## src/rtl/riscv_cache_types_pkg.sv

```systemverilog
// Request/response types shared by the cache request arbiter, its tracking FIFO
// and the round-robin pick helper.
package riscv_cache_types_pkg;

   localparam int CACHE_ID_W   = 4;
   localparam int CACHE_ADDR_W = 32;
   localparam int CACHE_DATA_W = 32;

   typedef struct packed {
      logic                    valid;
      logic [CACHE_ID_W-1:0]   id;
      logic [CACHE_ADDR_W-1:0] addr;
      logic                    we;
      logic [CACHE_DATA_W-1:0] wdata;
   } cache_req_t;

   typedef struct packed {
      logic                    valid;
      logic [CACHE_ID_W-1:0]   id;
      logic [CACHE_DATA_W-1:0] rdata;
      logic                    err;
   } cache_rsp_t;

   typedef struct packed {
      logic [CACHE_ID_W-1:0] req_idx;
      logic [CACHE_ID_W-1:0] orig_id;
   } arb_track_t;

   // First valid index at or after ptr, wrapping at num_req; returns ptr when none is valid.
   function automatic logic [CACHE_ID_W-1:0] rr_pick(
      input logic [15:0]           valid_vec,
      input logic [CACHE_ID_W-1:0] ptr,
      input int                    num_req
   );
      logic [CACHE_ID_W-1:0] pick;
      logic                  found;
      logic [4:0]            idx;
      pick  = ptr;
      found = 1'b0;
      for (int i = 0; i < 16; i++) begin
         idx = 5'(ptr) + 5'(i);
         if (idx >= 5'(num_req)) idx = idx - 5'(num_req);
         if (i < num_req && !found && valid_vec[idx[3:0]]) begin
            pick  = idx[CACHE_ID_W-1:0];
            found = 1'b1;
         end
      end
      return pick;
   endfunction

endpackage

```

## src/rtl/riscv_arb_track_fifo.sv

```systemverilog
// In-order tracking FIFO holding {requester index, original id} for every
// request accepted by the arbiter until its response returns.
module riscv_arb_track_fifo
   import riscv_cache_types_pkg::*;
#(
   parameter int DEPTH = 4
) (
   input  logic                     clk_i,
   input  logic                     rst_i,
   input  logic                     push,
   input  arb_track_t               push_data,
   input  logic                     pop,
   output arb_track_t               head,
   output logic [$clog2(DEPTH):0]   count,
   output logic                     full,
   output logic                     empty
);

   localparam int AW = $clog2(DEPTH);

   arb_track_t     mem [DEPTH];
   logic [AW:0]    wr_q;
   logic [AW:0]    rd_q;
   logic           push_ok;
   logic           pop_ok;

   assign push_ok = push && !full;
   assign pop_ok  = pop && !empty;

   always_ff @(posedge clk_i or posedge rst_i) begin
      if (rst_i) begin
         wr_q <= '0;
         rd_q <= '0;
      end else begin
         if (push_ok) wr_q <= wr_q + 1'b1;
         if (pop_ok)  rd_q <= rd_q + 1'b1;
      end
   end

   always_ff @(posedge clk_i) begin
      if (push_ok) mem[wr_q[AW-1:0]] <= push_data;
   end

   // Pointers carry one extra wrap bit so full and empty are distinguishable.
   assign head  = mem[rd_q[AW-1:0]];
   assign count = wr_q - rd_q;
   assign full  = (wr_q[AW] != rd_q[AW]) && (wr_q[AW-1:0] == rd_q[AW-1:0]);
   assign empty = (wr_q == rd_q);

endmodule

```

## src/rtl/riscv_cache_req_arbiter.sv

```systemverilog
// Round-robin arbiter sharing one downstream cache request port between
// NUM_REQ requesters, with in-order response routing back to the originator.
module riscv_cache_req_arbiter
   import riscv_cache_types_pkg::*;
#(
   parameter int NUM_REQ         = 3,
   parameter int MAX_OUTSTANDING = 4
) (
   input  logic                                clk_i,
   input  logic                                rst_i,
   input  cache_req_t [NUM_REQ-1:0]            req_i,
   output logic       [NUM_REQ-1:0]            req_ready_o,
   output cache_rsp_t [NUM_REQ-1:0]            rsp_o,
   output cache_req_t                          cache_req_o,
   input  logic                                cache_req_ready_i,
   input  cache_rsp_t                          cache_rsp_i,
   output logic [$clog2(MAX_OUTSTANDING):0]    outstanding_o,
   output logic                                err_sticky_o
);

   logic [CACHE_ID_W-1:0] rr_ptr_q;
   cache_req_t            buf_q;
   logic                  err_q;

   logic [15:0]           valid_vec;
   logic [CACHE_ID_W-1:0] gnt;
   logic [CACHE_ID_W-1:0] rr_next;
   logic                  any_valid;
   logic                  can_accept;
   logic                  accept;
   cache_req_t            sel_req;
   cache_req_t            buf_d;
   arb_track_t            push_data;

   arb_track_t            fifo_head;
   logic                  fifo_full;
   logic                  fifo_empty;
   logic                  rsp_hit;
   logic                  rsp_err;

   always_comb begin
      valid_vec = '0;
      for (int k = 0; k < NUM_REQ; k++) valid_vec[k] = req_i[k].valid;
   end

   assign gnt       = rr_pick(valid_vec, rr_ptr_q, NUM_REQ);
   assign any_valid = |valid_vec;

   // A pop in the same cycle never frees a slot: full always blocks acceptance.
   assign can_accept = (!buf_q.valid || cache_req_ready_i) && !fifo_full;
   assign accept     = any_valid && can_accept && !rst_i;
   assign rr_next    = (int'(gnt) == NUM_REQ - 1) ? '0 : gnt + 1'b1;

   always_comb begin
      sel_req     = '0;
      req_ready_o = '0;
      for (int k = 0; k < NUM_REQ; k++) begin
         if (gnt == CACHE_ID_W'(k)) begin
            sel_req        = req_i[k];
            req_ready_o[k] = accept;
         end
      end
      buf_d             = sel_req;
      buf_d.id          = gnt;
      push_data.req_idx = gnt;
      push_data.orig_id = sel_req.id;
   end

   always_ff @(posedge clk_i or posedge rst_i) begin
      if (rst_i) begin
         rr_ptr_q <= '0;
         buf_q    <= '0;
         err_q    <= 1'b0;
      end else begin
         if (accept) begin
            buf_q    <= buf_d;
            rr_ptr_q <= rr_next;
         end else if (cache_req_ready_i) begin
            buf_q    <= '0;
         end
         if (rsp_err) err_q <= 1'b1;
      end
   end

   riscv_arb_track_fifo #(
      .DEPTH (MAX_OUTSTANDING)
   ) u_track_fifo (
      .clk_i     (clk_i),
      .rst_i     (rst_i),
      .push      (accept),
      .push_data (push_data),
      .pop       (rsp_hit),
      .head      (fifo_head),
      .count     (outstanding_o),
      .full      (fifo_full),
      .empty     (fifo_empty)
   );

   assign rsp_hit = cache_rsp_i.valid && !fifo_empty;
   assign rsp_err = cache_rsp_i.valid && (fifo_empty || (cache_rsp_i.id != fifo_head.req_idx));

   always_comb begin
      rsp_o = '0;
      for (int k = 0; k < NUM_REQ; k++) begin
         if (rsp_hit && fifo_head.req_idx == CACHE_ID_W'(k)) begin
            rsp_o[k]    = cache_rsp_i;
            rsp_o[k].id = fifo_head.orig_id;
         end
      end
   end

   assign cache_req_o  = buf_q;
   assign err_sticky_o = err_q;

endmodule

```

## config.mk

```make
export PLATFORM = sky130hd
export DESIGN_NAME = riscv_cache_req_arbiter
export DESIGN_NICKNAME = d
export VERILOG_FILES = /design/src/rtl/riscv_cache_types_pkg.sv /design/src/rtl/riscv_arb_track_fifo.sv /design/src/rtl/riscv_cache_req_arbiter.sv
export SDC_FILE = /design/constraint.sdc
export NUM_CORES = 1
export LEC_CHECK = 0
export ABC_AREA = 0
export BUFFER_PORTS_ARGS = -buffer_cell sky130_fd_sc_hd__buf_4
export CAP_MARGIN = 40
export CORE_AREA = 2 2 170 172
export DETAILED_ROUTE_END_ITERATION = 6
export DIE_AREA = 0 0 172 174
export GPL_TIMING_DRIVEN = 0
export PLACE_DENSITY = 0.54
export SKIP_LAST_GASP = 1
export SLEW_MARGIN = 20
export SYNTH_ARGS = -nofsm -noshare
export SYNTH_HDL_FRONTEND = slang
export SYNTH_HIERARCHICAL = 1
export SYNTH_SLANG_ARGS = --single-unit
```

## constraint.sdc

```tcl
create_clock -name clk_i -period 3.9 [get_ports clk_i]
set_input_delay 0.78 -clock clk_i [delete_from_list [all_inputs] [get_ports clk_i]]
set_output_delay 0.78 -clock clk_i [all_outputs]
set_load 0.02 [all_outputs]
```

# == Word-level counts from Yosys, hierarchy flattened ==
# Memories as Yosys holds them, arrays and structs flattened.
# Cells that the tools add are included.
# totals
reg_bits,81
latch_bits,0
ram_bits,32
rom_bits,0
in_bits,251
out_inout_bits,191
elab_cells,87
memories,1
# memory_table
name,depth,width,rd,rd_ports_with_merged_regs,wr,line_no,rtl
u_track_fifo.mem,4,8,1,0,1,riscv_arb_track_fifo.sv:21,arb_track_t mem [DEPTH];
# classes
addsub,9
n_mul,0
n_div,0
magnitude_cmp,6
n_eq_ne,9
n_shift,0
muxes,28
bitwise_logic,0
n_reduce_logical,25
# ops
cell,n
2-to-1 mux 70 bit,5
2-to-1 mux 38 bit,3
2-to-1 mux 4 bit,7
"less-than comparator 4 x 5 -> 1 bit, second input constant",3
logical AND 1 bit,13
binary-select mux 1 bit (select 4 bit),3
"subtractor 4 x 2 -> 4 bit, second input constant",3
"greater-or-equal comparator 5 x 2 -> 1 bit, second input constant",2
2-to-1 mux 1 bit,10
"equality test 4 x 1 -> 1 bit, second input constant",2
"equality test 4 x 2 -> 1 bit, second input constant",2
zero test 4 bit,2
"adder 3 x 1 -> 3 bit, second input constant",2
zero test 1 bit,6
"adder 4 x 1 -> 5 bit, second input constant",1
"adder 4 x 2 -> 5 bit, second input constant",1
"adder 4 x 1 -> 4 bit, second input constant",1
"equality test 4 x 3 -> 1 bit, second input constant",1
"greater-or-equal comparator 4 x 2 -> 1 bit, second input constant",1
!= test 4 bit,1
equality test 3 bit,1
OR reduction 3 bit,1
subtractor 3 bit,1
equality test 2 bit,1
other kinds (3),4

# == Depth between registers and ports, before layout ==
# logic_depth
depth_word,16
ltp_mapped,16
mapped_depth_nobuf,12

# == By module ==
# The synthesis kept the hierarchy.
# by_module_without_submodules
module,instances,cells_per_inst,area_each_um2,seq_area_each_um2
riscv_cache_req_arbiter,1,772,6129.6,1876.8
riscv_arb_track_fifo,1,87,1611.5,1111.1

# == Least setup slack after synthesis ==
# No wires, ideal clock.
# synth_path
path_kind,reg2out
start,register rr_ptr_q[0]
end,output req_ready_o[0]
t_arrival_ns,3.269
t_required_ns,3.120
slack_ns,-0.149
path_stages_with_launch,14
n_path_buf,3
cell_sequence,dfrtp_1 buf_2 inv_2 ha_1 nand2b_1 a21oi_1 or4b_2 and3_1 o31ai_1 a31o_2 clkbuf_1 clkbuf_1 nand2_1 nor2_1
# synth_between
elab_chain_cells,13
elab_cells_between_ends,28
classes_between,add/sub (5); order compare (3); mux (15); reduce/logical (5)
# synth_rtl
item,line_no,rtl
start: declaration,riscv_cache_req_arbiter.sv:21,logic [CACHE_ID_W-1:0] rr_ptr_q;
start signal: assignment,riscv_cache_req_arbiter.sv:77,rr_ptr_q <= rr_next;
branches (longest 10 deep; another with adder 4 x 1 -> 5 bit),-,
2-to-1 mux 4 bit (*),riscv_cache_types_pkg.sv:43,if (i < num_req && !found && valid_vec[idx[3:0]]) begin
zero test 4 bit (*),riscv_cache_req_arbiter.sv:58,if (gnt == CACHE_ID_W'(k)) begin
2-to-1 mux 1 bit (*),riscv_cache_req_arbiter.sv:58,
end: declaration,riscv_cache_req_arbiter.sv:12,"output logic [NUM_REQ-1:0] req_ready_o,"
# Mark *: on every way between the ends. The select of a mux whose other input is x is not followed.

# == Final worst setup path ==
# layout_path
start,register rr_ptr_q[0]
end,output req_ready_o[0]
# layout_between
elab_chain_cells,13
elab_cells_between_ends,28
classes_between,add/sub (5); order compare (3); mux (15); reduce/logical (5)
# layout_rtl
item,line_no,rtl
branches (longest 10 deep; another with adder 4 x 1 -> 5 bit),-,
2-to-1 mux 4 bit (*),riscv_cache_types_pkg.sv:43,
via gnt[0],riscv_cache_req_arbiter.sv:26,logic [CACHE_ID_W-1:0] gnt;
zero test 4 bit (*),riscv_cache_req_arbiter.sv:58,
2-to-1 mux 1 bit (*),riscv_cache_req_arbiter.sv:58,
# Mark *: on every way through the listed nets, which the timed path passes. The select of a mux whose other input is x is not followed.

==> flow_metrics.py <==
metrics = {
    "power": {
        "pwr-share-comb_pct": 74.9,
        "p_sw_mw": 7.32,
        "p_sw_share_pct": 48.6,
        "pwr-share-clk_pct": 10.7,
        "seqPwrFrac_pct": 14.4,
        "p_leak_nw": 6.21,
        "p_per_area_nw_per_um2": 1150,
        "internal_power_mw": 7.74,
        "ir_drop_mv": 0.542,
    },
    "grt": {
        "grt_max_degree": 54,
        "overflow": 0,
        "grt.total_usage_pct": 23.7,
        "grt_pass1_vias": 9109,
        "antenna_found_initial": 5,
        "grt_pass1_wl_um": 52900,
    },
    "detailed_routing": {
        "initialDrtViolationCount": 425,
        "wirelength_um": 36800,
        "wire_per_inst_um": 20.7,
        "drc": 0,
        "ant_nets": 0,
        "dr_total_vias": 8817,
        "dr.pass1.iters": 4,
        "vias_per_cell": 4.98,
    },
    "sta": {
        "worstMarginPinSlew_ps": 763,
        "finalCritPeriodShare_pct": 105,
        "fin_skew_ps": 10.2,
        "hold_viol": 0,
        "slew_violations": 0,
        "rsz0062_at_grt": "yes",
        "worst_slack_ps": -201,
        "relSlewSlack_pct": 49.1,
        "min_period_ps": 4100,
        "fmax_ghz": 0.244,
        "setup_viol": 3,
    },
    "hold_path": {
        "hold_path.class": "primary input to asynchronous set/reset pin",
    },
    "placement": {
        "post-dp-hpwl_um": 28500,
        "port_buffers": 441,
        "gp_congestion": 0.932,
        "dp_slack_ps": -859,
        "placed_cells": 1686,
    },
    "cts": {
        "clock_tree.root_cell": "clkbuf_16",
        "clkSinkCount": 113,
        "cts_made_buffers": 17,
        "cts_tree": "yes",
        "cts_buffer_depth": 2,
        "clock_latency_ps": 420,
        "path_clk_slew_ps": 60,
        "htree_levels": 4,
    },
    "synth": {
        "synth_area_um2": 7740,
        "ys_seq_area_share_pct": 38.6,
        "yosys_warnings": 6,
        "synth_cells": 859,
        "async_reset_ff_share_pct": 71.7,
        "synth.avg_cell_area_um2": 9.01,
        "synth_nets": 1124,
        "synth_edf_count": 32,
        "synth_ff_type": "dfrtp_1",
        "ys_ff_latch": 113,
        "ys_types": 61,
    },
    "setup_path": {
        "r2r-start": "rr_ptr_q[0]",
        "path_cells": "buf_6 > inv_8 > ha_4 > nand2b_4 > a21oi_4 > buf_4 > o2111a_1 > o41a_1 > a31o_2 > nor2_4 > buf_12 > inv_4 > nor2_4 > buf_6",
        "worstPathRequired_ps": 3120,
        "crit_slowest_cell": "o41a_1",
        "worstPathMaxFanout": 10,
        "ff2ff_setup_slack_ps": 110,
        "endpoint_kind": "output port",
        "cp-startpoint": "rr_ptr_q[0]",
        "r2r_end": "cache_req_o[51]",
        "start_kind": "register",
        "worstPathArrival_ps": 3320,
        "slowest_delay_ps": 530,
        "reg2regPathDepth": 17,
        "critPathKind": "register to output port",
    },
    "finish": {
        "drive_above_1_share_pct": 46.2,
        "finalNonFillerCells": 1772,
        "fin_nets": 1635,
        "syn_to_final_growth_pct": 68.7,
    },
    "die": {
        "rows": 62,
        "num_io_pins": 442,
        "core_area_um2": 28200,
        "dieArea_um2": 29900,
        "fp.dieW_um": 172,
        "dieHeight_um": 174,
        "start_util_pct": 27.4,
    },
    "outcome": {
        "outcome": "complete, but fails checks",
        "violations": "setup timing",
    },
    "run": {
        "drv_cap": 0,
    },
}
==> metrics by stage <==
step                cell area, um^2  setup TNS, ps  hold WS, ps  util, %  total power [mW]
global placement              11500         -79120          450     40.9              11.8
detailed placement            11600         -58090          464     41.0              12.0
CTS                           12900           -536          336     45.6              14.9
global route                  13100           -948          347     46.2              16.1
finish                        13100           -590          334     46.2              15.1
floorplan                      7750              0          497        -              8.68
==> kinds of logic after synthesis <==
family,share of synthesized area [%]
DFF,38.6
adders and majority gates,2.36
buffers and inverters,5.33
xor gates and xnor gates,1.34
and+or+nand+nor,22.7
muxes,5.30
AOI/OAI and AO/OA,24.4
==> layout by cell type (no fill, tap or decap), types with 5 or more instances in the layout <==
cell type  instances
mux2_2             8
nor3_1            72
clkbuf_2          20
a22o_1           130
o21ai_0           73
clkbuf_1          40
diode_2            5
mux4_2             8
mux2i_1            9
xnor2_1            7
buf_6             11
ha_1               9
inv_1             13
clkbuf_16         20
nand2_1           21
and2_1           112
dfrtp_1           78
edfxtp_1          32
buf_4            490
and3_1             5
a21oi_1           10
nor2_1            80
==> power groups by stage <==
stage	registers (mW)	logic (mW)	clock network, mW
after global placement	2.18	9.66	0
after CTS	2.17	11.1	1.64
after detailed placement	2.17	9.79	0
final	2.17	11.3	1.61
after floorplan	2.48	6.20	0
after global routing	2.22	12.2	1.70
==> how the worst max path moves through the flow <==
| stage | end |
|---|---|
| 2_1_floorplan | req_ready_o[0] |
| 3_3_place_gp | req_ready_o[1] |
| 3_5_place_dp | req_ready_o[1] |
| 5_1_grt | req_ready_o[0] |
| 6_report | req_ready_o[0] |
| 4_1_cts | req_ready_o[0] |
==> layout make-up <==
class / count / area [um^2]
timing repair buffer: 496 / 3770
inverter: 20 / 97.6
clock inverter: 13 / 148
fill: 2870 / 15200
antenna: 5 / 12.5
sequential: 113 / 2990
multi-input combinational: 642 / 4630
buffer: 80 / 479
clock buffer: 19 / 454
tap: 384 / 480
==> worst max-delay path: cells and delay by family (launching register included) <==
kind | cells | cell delay, ps
buffers and inverters | 6 | 690
adders and majority gates | 1 | 230
AOI/OAI and AO/OA | 4 | 1160
and+or+nand+nor | 3 | 400
DFF | 1 | 400
==> Yosys cell counts (11+ instances only) <==
cell,count,share of area [%]
dfrtp_1,81,26
ha_1,13,2.1
a21oi_1,12,0.78
o21ai_0,73,4.7
nand2_1,23,1.1
nor3_1,74,4.8
inv_1,16,0.78
edfxtp_1,32,12
mux2i_1,11,1.4
nor2_1,84,4.1
and2_1,113,9.1
buf_2,15,0.97
clkbuf_1,61,3.0
a22o_1,130,15
==> routing by layer <==
layer | vias up | global-route usage [%] | share of wire (%)
li1 | 4163 | - | -
met1 | 4174 | 24.5 | 35
met2 | 415 | 44.1 | 53
met3 | 65 | 6.74 | 8.6
met4 | 0 | 9.80 | 3.6
met5 | - | 0 | 0
==> what timing repair did <==
action                     CTS  global route
setup endpoints to repair  210           119
hold buffers                 0             0
hold endpoints to repair     0             0
buffers inserted            41            13
pin swaps                   18            11
gates resized for setup    100            42
==> registers in the layout (all words and copies together), names as in the netlist <==
name	cells
rr_ptr_q	4
u_track_fifo/wr_q	3
u_track_fifo/rd_q	3
cache_req_o	70
u_track_fifo/mem	32
err_sticky_o	1
Power figures use the tool's default switching activity.
